File: src/rtl/caliptra_tlul_dev_steer.sv
// caliptra_tlul_pkg: minimal TL-UL channel types shared by the steering
// block and anything that connects to it.
//
// caliptra_tlul_dev_steer: 1:N socket steering stage.
//   clk_i         clock
//   rst_i         asynchronous reset, active-high
//   tl_h_i        host request (A channel plus d_ready)
//   tl_h_o        host response (D channel plus a_ready)
//   dev_select_i  target port for the current host A beat, valid with a_valid
//   tl_d_o        per-port device requests; index N feeds the error responder
//   tl_d_i        per-port device responses; index N comes from the error responder
//   busy_o        high while any transaction is outstanding
// A requests are steered with no added latency. Only one device may have
// transactions in flight at a time, which keeps responses in order without
// any response buffering. The number in flight is capped at MaxOut.

package caliptra_tlul_pkg;

    typedef struct packed {
        logic        a_valid;
        logic [2:0]  a_opcode;
        logic [2:0]  a_param;
        logic [1:0]  a_size;
        logic [7:0]  a_source;
        logic [31:0] a_address;
        logic [3:0]  a_mask;
        logic [31:0] a_data;
        logic [15:0] a_user;
        logic        d_ready;
    } tl_h2d_t;

    typedef struct packed {
        logic        d_valid;
        logic [2:0]  d_opcode;
        logic [2:0]  d_param;
        logic [1:0]  d_size;
        logic [7:0]  d_source;
        logic        d_sink;
        logic [31:0] d_data;
        logic [15:0] d_user;
        logic        d_error;
        logic        a_ready;
    } tl_d2h_t;

endpackage

module caliptra_tlul_dev_steer
    import caliptra_tlul_pkg::*;
#(
    parameter int N      = 4,
    parameter int MaxOut = 4,
    parameter int SelW   = $clog2(N + 1),
    parameter int CntW   = $clog2(MaxOut + 1)
) (
    input  logic            clk_i,
    input  logic            rst_i,
    input  tl_h2d_t         tl_h_i,
    output tl_d2h_t         tl_h_o,
    input  logic [SelW-1:0] dev_select_i,
    output tl_h2d_t         tl_d_o [N+1],
    input  tl_d2h_t         tl_d_i [N+1],
    output logic            busy_o
);

    logic [CntW-1:0] cnt;
    logic [SelW-1:0] sel_q;
    logic [SelW-1:0] sel_eff;
    logic            cnt_nz;
    logic            hold;
    logic            a_ready;
    logic            a_acc;
    logic            d_acc;

    // Out-of-range selects land on the error port.
    assign sel_eff = (dev_select_i > SelW'(N)) ? SelW'(N) : dev_select_i;
    assign cnt_nz  = (cnt != '0);

    // Block a device switch while anything is in flight so responses can
    // never come back out of order; also block once the cap is reached.
    assign hold    = (cnt_nz && (sel_eff != sel_q)) || (cnt == CntW'(MaxOut));
    assign a_ready = tl_d_i[sel_eff].a_ready && !hold;
    assign a_acc   = tl_h_i.a_valid && a_ready;
    assign d_acc   = tl_d_i[sel_q].d_valid && cnt_nz && tl_h_i.d_ready;
    assign busy_o  = cnt_nz;

    always_comb begin
        for (int i = 0; i <= N; i++) begin
            tl_d_o[i]         = tl_h_i;
            tl_d_o[i].a_valid = tl_h_i.a_valid && (sel_eff == SelW'(i)) && !hold;
            // Responses from a port we are not waiting on are never acked.
            tl_d_o[i].d_ready = tl_h_i.d_ready && (sel_q == SelW'(i)) && cnt_nz;
        end
    end

    always_comb begin
        tl_h_o         = tl_d_i[sel_q];
        tl_h_o.d_valid = tl_d_i[sel_q].d_valid && cnt_nz;
        tl_h_o.a_ready = a_ready;
    end

    always_ff @(posedge clk_i or posedge rst_i) begin
        if (rst_i) begin
            cnt   <= '0;
            sel_q <= '0;
        end else begin
            if (a_acc) begin
                sel_q <= sel_eff;
            end
            case ({a_acc, d_acc})
                2'b10:   cnt <= cnt + CntW'(1);
                2'b01:   cnt <= cnt - CntW'(1);
                default: cnt <= cnt;
            endcase
        end
    end

endmodule

File: config.mk
export PLATFORM = sky130hd
export DESIGN_NAME = caliptra_tlul_dev_steer
export DESIGN_NICKNAME = d
export VERILOG_FILES = /design/src/rtl/caliptra_tlul_dev_steer.sv
export SDC_FILE = /design/constraint.sdc
export NUM_CORES = 1
export LEC_CHECK = 0
export ABC_AREA = 1
export CAP_MARGIN = 20
export CELL_PAD_IN_SITES_DETAIL_PLACEMENT = 1
export CELL_PAD_IN_SITES_GLOBAL_PLACEMENT = 2
export CORE_AREA = 2 2 403 405
export DETAILED_ROUTE_END_ITERATION = 10
export DIE_AREA = 0 0 405 407
export GPL_ROUTABILITY_DRIVEN = 1
export PLACE_DENSITY_LB_ADDON = 0.1
export SYNTH_ARGS = -nofsm -noshare
export SYNTH_HDL_FRONTEND = slang
export SYNTH_SLANG_ARGS = --single-unit
File: constraint.sdc
create_clock -name clk_i -period 6.5 [get_ports clk_i]
set_input_delay 1.3 -clock clk_i [delete_from_list [all_inputs] [get_ports clk_i]]
set_output_delay 1.3 -clock clk_i [all_outputs]
set_load 0.005 [all_outputs]
* Word level (Yosys, flattened, before mapping) *
Cells that the tools add are included.

word-level totals
  register bits = 6
  input bits = 447
  word-level logic and storage cells = 60

cells by class
  add/subtract/negate cells = 2
  order comparisons = 3
  equal/unequal tests = 12
  muxes and demuxes = 8
  bitwise logic cells = 2
  reduce and logical (&&, ||, !) cells = 31

operators by type and width
  cell                                                                    count
  68-bit binary-select mux with 3-bit select                              2
  68-bit 2-to-1 mux                                                       2
  1-bit logical AND                                                       25
  3-bit by 2-bit equality test with 1-bit output (second input constant)  4
  3-bit equality test (second input constant)                             3
  4-bit >= comparator (second input constant)                             2
  3-bit inverter with 4-bit output                                        2
  3-bit by 1-bit equality test with 1-bit output (second input constant)  2
  3-bit logical NOT                                                       2
  3-bit one-hot mux with 2 select lines                                   1
  3-bit by 1-bit adder with 3-bit output (second input constant)          1
  3-bit > comparator (second input constant)                              1
  3-bit 2-to-1 mux                                                        1
  3-bit != test                                                           1
  3-bit nonzero test                                                      1
  3-bit by 1-bit subtractor with 3-bit output (second input constant)     1
  2-bit by 1-bit equality test with 1-bit output (second input constant)  1
  2-bit equality test (second input constant)                             1
  1-bit 2-to-1 mux                                                        2
  2-bit nonzero test                                                      1
  1-bit logical NOT                                                       1
  1-bit logical OR                                                        1

* Depth between registers and ports, before layout *
Gate-level depths: netlist of the first run.

  word-level depth = 10
  mapped depth = 15

* Least setup slack after synthesis of the first run *
Ideal clock, no wire load.

  path kind = input -> output
  start point = input port dev_select_i[1]
  end point = output port tl_h_o[0] (netlist bit)
  data arrival time = 2.295 ns
  slack = 2.905 ns
  stages on the path = 11
  path buffers = 2
  cell sequence = clkbuf_2 > nor2_2 > nor2_1 > nor2_2 > nand2_1 > nand2_1 > nand2_1 > nand2_2 > inv_2 > nor3_2 > buf_4

on the way
  longest elaborated chain between the ends = 7

ends and longest elaborated chain
  what                                                                                            RTL line  RTL
  start, declared                                                                                 59        input logic [SelW-1:0] dev_select_i,
  3-bit > comparator                                                                              75        assign sel_eff = (dev_select_i > SelW'(N)) ? SelW'(N) : dev_select_i;
  3-bit 2-to-1 mux *                                                                              75
  3-bit inverter with 4-bit output (not written as such) / 3-bit != test (equally long branches)  81, 80
  68-bit binary-select mux with 3-bit select / 1-bit logical AND (equally long branches)          81, 80
  1-bit 2-to-1 mux (not written as such) / 1-bit logical OR (equally long branches)               81, 80
  1-bit 2-to-1 mux (not written as such) / 1-bit logical NOT (equally long branches)              81        assign a_ready = tl_d_i[sel_eff].a_ready && !hold;
  1-bit logical AND *                                                                             81
  end, declared                                                                                   58        output tl_d2h_t tl_h_o,

Mark *: on every way between the ends. The rest lies on a longest branch, timed or not. The select of a mux whose other input is x is not followed.

==> impl_summary.txt, run 1 <==
----------------------------------------------------
[STA]
  Final Cycle Share ... 76.6%
  Unrepaired setup endpoints after global routing ... false
  Max Freq ... approximately 200 MHz
  Tmin final ... 4.98 ns
  Max Slew Vio Count ... 0
  Setup TNS Final ... 0 ns
  Clock skew after layout ... 0.000472 ns
  Setup violations, final ... 0
  Count of endpoints failing hold in the final timing report ... 0
  Worst-margin pin slew ... 0.987 ns
  Worst-case headroom to the max-slew limit ... between 30 and 40%

[Setup path]
  Reg-to-reg endpoint ... cnt[2]$_DFFE_PP0P_
  Delay-heaviest family, CP ... buffers and inverters
  R2R Path Start ... sel_q[2]$_DFFE_PP0P_
  Slowest cell delay on critical path ... between 0.8 and 0.9 ns
  CP max FO ... 4
  Worst reg-to-reg setup slack ... 3.24 ns
  Buffering stage count on the worst path with inverters included ... 2
  Cell with the largest stage delay on the worst path ... sky130_fd_sc_hd__nor4_1
  Kind of end point of the critical path ... primary output
  Kind of critical path ... input pin to primary output
  CP cell instances ... clkdlybuf4s50_1 -> nand2_1 -> nor4_1 -> clkdlybuf4s50_1
  Worst Reg2Reg Path Length in Cells ... 11
  Cell repeated most along the worst path ... sky130_fd_sc_hd__clkdlybuf4s50_1
  CP startpoint kind ... input pin
  Data arrival time at the worst-slack endpoint ... approximately 3.7 ns
  Crit path required time ... 5.20 ns

[Logic synthesis]
  Area fraction in compound gates after synthesis ... under 10%
  Post-synth design cell area ... around 6600 sq um
  Nets in the synthesized netlist ... 1488
  Synthesized instance count ... 1039
  Largest family of logic cells by synthesized area ... buffers and inverters
  Dominant cell by count in the synthesized netlist ... sky130_fd_sc_hd__buf_4
  Dominant register cell in the synthesized netlist ... sky130_fd_sc_hd__dfrtp_1
  Yosys cell types ... 28
  Post-synth EDFFs ... 0
  Post-synthesis xor/xnor area fraction ... less than 1%
  Post-synthesis mux area share ... 0%
  Area share of the largest cell type after synthesis ... 57.8%
  FFs w/ async S/R, synth ... 100%
  Seq cells post-synth ... 6
  Largest cells by area after synthesis ... sky130_fd_sc_hd__buf_4 58%, sky130_fd_sc_hd__nand2_1 16%, sky130_fd_sc_hd__a22o_1 8.8%
  Simple-gate share of the synthesized area ... between 20 and 30%
  Fraction of the mapped netlist area in adder cells ... 0.495%
  Mapped Avg Cell Area ... 6.32 sq um
  Top cells by instance count after synthesis ... 506 x sky130_fd_sc_hd__buf_4, 288 x sky130_fd_sc_hd__nand2_1, 72 x sky130_fd_sc_hd__nand4_1
  Yosys warnings ... 0
  Fraction of the yosys area taken by sequential cells ... 2.29%
  Cell type with the largest total area after synthesis ... sky130_fd_sc_hd__buf_4

[Worst hold path]
  Worst Hold Class ... flop to flop
  Start point of the worst hold path ... cnt[0]$_DFFE_PP0P_
  Instance count along the most critical hold path ... 1
  Destination of the worst hold path ... cnt[0]$_DFFE_PP0P_

[Global routing]
  GR Layer Usage met3 ... under 10%
  Most heavily used metal layer in global routing ... met2
  GRT met1 Usage ... about 6.0%
  Wire length of the first global-routing pass ... 62100 microns
  Number of global-route vias before repair ... around 7000
  Overall track demand over capacity in global routing ... 5.49%
  Pin count of the biggest net entering global routing ... 68
  Global-route track usage on met2 ... under 10%
  Antenna violations before repair ... 6
  Total overflow reported by the global router ... 0

[Clock network]
  Total setup buffers inserted after CTS ... 0
  Clk slew on worst S/H paths ... approximately 0.03 ns
  CTS tree ... done
  Clk sinks ... 6
  Post_cts resized ... 0
  Clock buffer count from CTS ... 3
  Buffer cell driving the clock tree root ... sky130_fd_sc_hd__clkbuf_16
  Number of buffers inserted by hold repair at cts ... 0
  CTS H-Tree Depth ... 1
  Maximum clock path buffer count ... 2
  Insertion delay to the later sink of the worst-skew pair ... 0.23 ns

[Drt]
  Drt via density ... roughly 1.9
  Vias post-DR ... 5863
  Post-detailed-route wirelength per cell ... 15.4 microns
  Number of DRC markers after the initial detailed-route iteration ... between 150 and 200
  Overall routed net length ... about 48000 microns
  Post-route DRC ... 0
  Count of nets left with antenna violations after detail routing ... 0
  DR pass1 iterations ... 4

[Placed design]
  Global placer's final weighted congestion ... 0.670
  Cell Area, Placed ... 9700 sq um
  Port bufs ... 425
  Detailed placement HPWL ... about 39000 microns
  Number of cells in the design after placement ... a little over 3000

[Die]
  Width of the die ... 405 microns
  Initial Utilization ... just over 4%
  Height of the die ... 407 microns
  Core area ... 160000 sq um
  Site Rows ... 147
  Full die area ... approximately 160000 sq um
  # IOs ... approximately 1000

[Final layout]
  Area growth from synthesis to final layout ... 49.0%
  Area of all placed cells without fillers ... roughly 9800 sq um
  Fraction of final layout cells with drive strength greater than 1 ... 3.00%
  Fin nets ... about 1400
  Final-layout fill cell count ... roughly 19000
  Count of non-filler cells in the finished layout ... 3097

[Status]
  Run status ... finished clean

[Run]
  Max-capacitance violation count ... 0

[Power and ir drop]
  Peak supply drop ... approximately 0.29 mV
  PwrDens ... 318 nW/um^2
  Lkg Pwr ... 2.93 nW

----------------------------------------------------
registers in the layout, summed over array words and instances, names as in the netlist:
signal	cells
sel_q	3
cnt	3
logic make-up after synthesis:
kind of cell | after synthesis
AOI/OAI and AO/OA | 76
xor gates and xnor gates | 2
buffers and inverters | 560
and+or+nand+nor | 393
DFF | 6
adders and majority gates | 2
report_power, final:
group | switching, mW | internal, mW
logic | 1.63 | 1.29
clock network | 0.0216 | 0.0791
registers | 0.0295 | 0.0568
worst reg2reg max path, delay by kind of cell (launching register included):
kind	cells	cell delay (ns)
AOI/OAI and AO/OA	3	0.56
xor gates and xnor gates	1	0.14
adders and majority gates	2	0.52
buffers and inverters	2	0.36
DFF	1	0.44
and+or+nand+nor	3	1.13
stage by stage:
stage	power [mW]	util, %	hold WS, ns	worst slack (ns)
6_report	3.11	6.11	0.470	1.52
5_1_grt	3.47	6.10	0.507	1.41
3_3_place_gp	3.29	6.06	0.467	1.34
3_5_place_dp	3.23	6.06	0.468	1.54
2_1_floorplan	1.46	-	0.446	2.90
4_1_cts	3.37	6.10	0.477	1.53
worst max-delay path by stage:
stage	depth (start not counted)	endpoint	slack [ns]	start
after global routing	4	tl_d_o[306]	1.41	tl_h_i[0]
final	4	tl_d_o[306]	1.52	tl_h_i[0]
after global placement	4	tl_d_o[306]	1.34	tl_h_i[0]
after detailed placement	4	tl_d_o[306]	1.54	tl_h_i[0]
after floorplan	11	tl_h_o[0]	2.90	dev_select_i[1]
after CTS	4	tl_d_o[306]	1.53	tl_h_i[0]
routing by layer:
metal | routed length, microns | share of wire, %
met5 | 27 | 0.057
met4 | 1400 | 2.9
met2 | 23800 | 50
met1 | 18500 | 39
met3 | 3960 | 8.3
layout by cell type (no fill, tap or decap), types with 3 or more instances in the layout:
cell type and n:
sky130_fd_sc_hd__clkdlybuf4s50_1 425, sky130_fd_sc_hd__o21ai_0 4, sky130_fd_sc_hd__nand4_1 72, sky130_fd_sc_hd__clkbuf_16 3, sky130_fd_sc_hd__buf_4 8, sky130_fd_sc_hd__dfrtp_1 6, sky130_fd_sc_hd__inv_1 10, sky130_fd_sc_hd__nand2_1 288
sky130_fd_sc_hd__nor2_1 15, sky130_fd_sc_hd__buf_12 4, sky130_fd_sc_hd__diode_2 3, sky130_fd_sc_hd__nor2_4 3, sky130_fd_sc_hd__nand3_1 5, sky130_fd_sc_hd__a21oi_1 4, sky130_fd_sc_hd__nor3_1 3, sky130_fd_sc_hd__a22o_1 66
area by class of cell:
cell class | instances | area, sq um | share of cell area [%]
Timing Repair Buffer | 437 | 4390 | 44.9
Tap cell | 2160 | 2700 | 27.6
Multi-Input combinational cell | 473 | 2400 | 24.5
Sequential cell | 6 | 150 | 1.53
Clock buffer | 3 | 75.1 | 0.767
Inverter | 15 | 61.3 | 0.626
Antenna cell | 3 | 7.51 | 0.0767
No activity file was read; power rests on OpenSTA's default activity.
==> run 2: changes to the inputs <==
- clock period: 6.5 -> 4.35 ns (I/O delays scaled with it)
==> run 2 against run 1 <==
  * Critical path type unchanged
  * First-iteration DRC count is 38% lower
  * Total power is 53% higher
  * Register-to-register slack worse by 2.0 ns
  * Routed wire length is 1.9% lower
==> impl_summary.txt, run 2 (same netlist as run 1, synthesis figures left out) <==
----------------------------------------------------
[Clock network]
  Number of buffers inserted by hold repair at cts ... 0 (unchanged)
  Clk slew on worst S/H paths ... 0.03 ns (about the same)
  Post_cts resized ... 0 (unchanged)
  Total setup buffers inserted after CTS ... 0 (unchanged)
  CTS tree ... done
  Buffer cell driving the clock tree root ... sky130_fd_sc_hd__clkbuf_16
  Insertion delay to the later sink of the worst-skew pair ... 0.23 ns (about the same)
  Clock buffer count from CTS ... 3 (unchanged)
  Clk sinks ... 6 (unchanged)
  CTS H-Tree Depth ... 1 (unchanged)
  Maximum clock path buffer count ... 2 (unchanged)

[Final layout]
  Area growth from synthesis to final layout ... 51.2%
  Commonest non-fill, non-tap cells in the layout ... 425 x sky130_fd_sc_hd__clkdlybuf4s50_1, 288 x sky130_fd_sc_hd__nand2_1, 72 x sky130_fd_sc_hd__nand4_1
  Fin nets ... 1395 (+0.72%)
  Most common cell after layout, fill and taps aside ... sky130_fd_sc_hd__clkdlybuf4s50_1
  Final-layout fill cell count ... 19200 (-0.12%)
  Registers with the most flip-flops ... cnt x3, sel_q x3
  Fraction of final layout cells with drive strength greater than 1 ... 4.03% (+1.0 points)
  Combined flip-flop and latch cell area ... 150 sq um (unchanged)
  Area of the multi-input gates ... 2400 sq um (unchanged)

[Placed design]
  Detailed placement HPWL ... 39600 microns (+1.1%)
  Port bufs ... 425 (unchanged)
  Global placer's final weighted congestion ... 0.668 (-0.43%)

[Die]
  Width of the die ... 405 microns (unchanged)
  # IOs ... 1026 (unchanged)
  Site Rows ... 147 (unchanged)
  Core area ... 160000 sq um (unchanged)
  Initial Utilization ... 4.10% (unchanged)
  Full die area ... 165000 sq um (unchanged)
  Height of the die ... 407 microns (unchanged)

[STA]
  Tmin final ... 3.87 ns
  Unrepaired setup endpoints after global routing ... false
  Worst-case headroom to the max-slew limit ... 66.0% (+32 points)
  Final Cycle Share ... 89.0%
  Max Slew Vio Count ... 0 (unchanged)
  Worst-margin pin slew ... 0.505 ns (-0.481 ns)
  Setup violations, final ... 0 (unchanged)
  Max Freq ... around 260 MHz
  Clock skew after layout ... 0.00200 ns (+0.00152 ns)
  Setup TNS Final ... 0 ns (unchanged)
  Count of endpoints failing hold in the final timing report ... 0 (unchanged)
  Hold Slack ... 0.474 ns (+0.00354 ns)

[Power and ir drop]
  Total net switching power ... 2.49 mW (+48%)
  Peak supply drop ... 0.198 mV (-32%)
  Lkg Pwr ... 3.00 nW (+2.4%)
  Sequential fraction of design power ... 2.7% (about the same)
  Portion of total power attributed to combinational logic ... 94.1% (about the same)
  Share of total power in the clock network ... 3.2% (about the same)
  PwrDens ... 478 nW/um^2 (+50%)
  Sw Share ... 52.4% (-1.6 points)
  P_int ... 2.26 mW (+58%)

[Setup path]
  Kind of end point of the critical path ... primary output
  CP max FO ... 8 (+4)
  Crit path required time ... 3.48 ns (-1.72 ns)
  Kind of critical path ... input pin to primary output
  Worst reg-to-reg setup slack ... 1.28 ns (-1.96 ns)
  CP startpoint kind ... input pin
  Data arrival time at the worst-slack endpoint ... 3.00 ns (-0.68 ns)

[Global routing]
  Overall track demand over capacity in global routing ... 5.34% (-0.15 points)
  Antenna violations before repair ... 8 (+2)
  Number of global-route vias before repair ... 6867 (-1.8%)
  Pin count of the biggest net entering global routing ... 45 (-34%)
  Wire length of the first global-routing pass ... 60500 microns (-2.5%)
  Total overflow reported by the global router ... 0 (unchanged)

[Status]
  Run status ... finished clean

[Drt]
  Overall routed net length ... 46800 microns (-1.9%)
  Drt via density ... 1.87 (-1.0%)
  DR pass1 iterations ... 4 (unchanged)
  Count of nets left with antenna violations after detail routing ... 0 (unchanged)
  Post-route DRC ... 0 (unchanged)
  Post-detailed-route wirelength per cell ... 15.1 microns (-2.1%)
  Vias post-DR ... 5819 (-0.75%)
  Number of DRC markers after the initial detailed-route iteration ... 122 (-38%)

[Run]
  Max-capacitance violation count ... 0 (unchanged)

[Worst hold path]
  Worst Hold Class ... flop to flop

----------------------------------------------------
run 2: changes by cell type in the layout (fill, tap and decap cells not counted), sizes merged:
cell	before	now
buf	12	22
diode	3	1
run 2: power by group through the flow:
stage / combinational, mW / sequential, mW / clock, mW
floorplan: 2.08 / 0.109 / 0
global placement: 4.89 / 0.132 / 0
detailed placement: 4.81 / 0.133 / 0
CTS: 4.86 / 0.133 / 0.153
global route: 4.98 / 0.139 / 0.160
finish: 4.47 / 0.130 / 0.152
run 2: critical path, cell delays in order:
cell	delay, ns
sky130_fd_sc_hd__clkdlybuf4s50_1	0.58
sky130_fd_sc_hd__nor2_2	0.21
sky130_fd_sc_hd__nor2_1	0.09
sky130_fd_sc_hd__nor2_2	0.21
sky130_fd_sc_hd__nand2_1	0.08
sky130_fd_sc_hd__nand2_1	0.07
sky130_fd_sc_hd__nand2_1	0.07
sky130_fd_sc_hd__nand2_2	0.12
sky130_fd_sc_hd__inv_2	0.08
sky130_fd_sc_hd__nor3_2	0.10
sky130_fd_sc_hd__clkdlybuf4s50_1	0.52
run 2: routing by layer:
| layer | vias up | GRT usage [%] | share of wire [%] |
|---|---|---|---|
| met5 | - | 0 | 0.20 |
| met1 | 2684 | 5.53 | 37 |
| met3 | 129 | 1.93 | 9.1 |
| li1 | 2674 | - | - |
| met4 | 14 | 1.89 | 3.4 |
| met2 | 318 | 9.85 | 50 |
run 2: path summary, 6_finish.rpt:
| kind | start | cells past startpoint | to |
|---|---|---|---|
| worst min register to register | cnt[0]$_DFFE_PP0P_ | 1 | cnt[0]$_DFFE_PP0P_ |
| max in group asynchronous | rst_i | 2 | cnt[0]$_DFFE_PP0P_ |
| worst min-delay path | cnt[0]$_DFFE_PP0P_ | 1 | cnt[0]$_DFFE_PP0P_ |
| worst max register to register | sel_q[1]$_DFFE_PP0P_ | 13 | cnt[2]$_DFFE_PP0P_ |
| worst max-delay path | dev_select_i[1] | 11 | tl_h_o[0] |
| min in group asynchronous | rst_i | 2 | sel_q[1]$_DFFE_PP0P_ |
run 2: stage by stage:
step                      worst slack [ns]  util [%]  total power [mW]  cell area [sq um]  std cells
after floorplan                       1.61         -              2.19               6570       1039
after detailed placement             0.452      6.15              4.95               9850       3101
after global routing                 0.317      6.20              5.28               9930       3104
after CTS                            0.445      6.20              5.15               9930       3104
after global placement               0.390      6.15              5.02               9850       3101
final                                0.478      6.20              4.75               9930       3105
run 2: area by class of cell:
class | instances | share of cell area, %
clock buffer | 3 | 0.756
tap | 2160 | 27.2
sequential | 6 | 1.51
timing repair buffer | 447 | 45.8
multi-input combinational | 473 | 24.1
antenna | 1 | 0.0252
inverter | 15 | 0.617
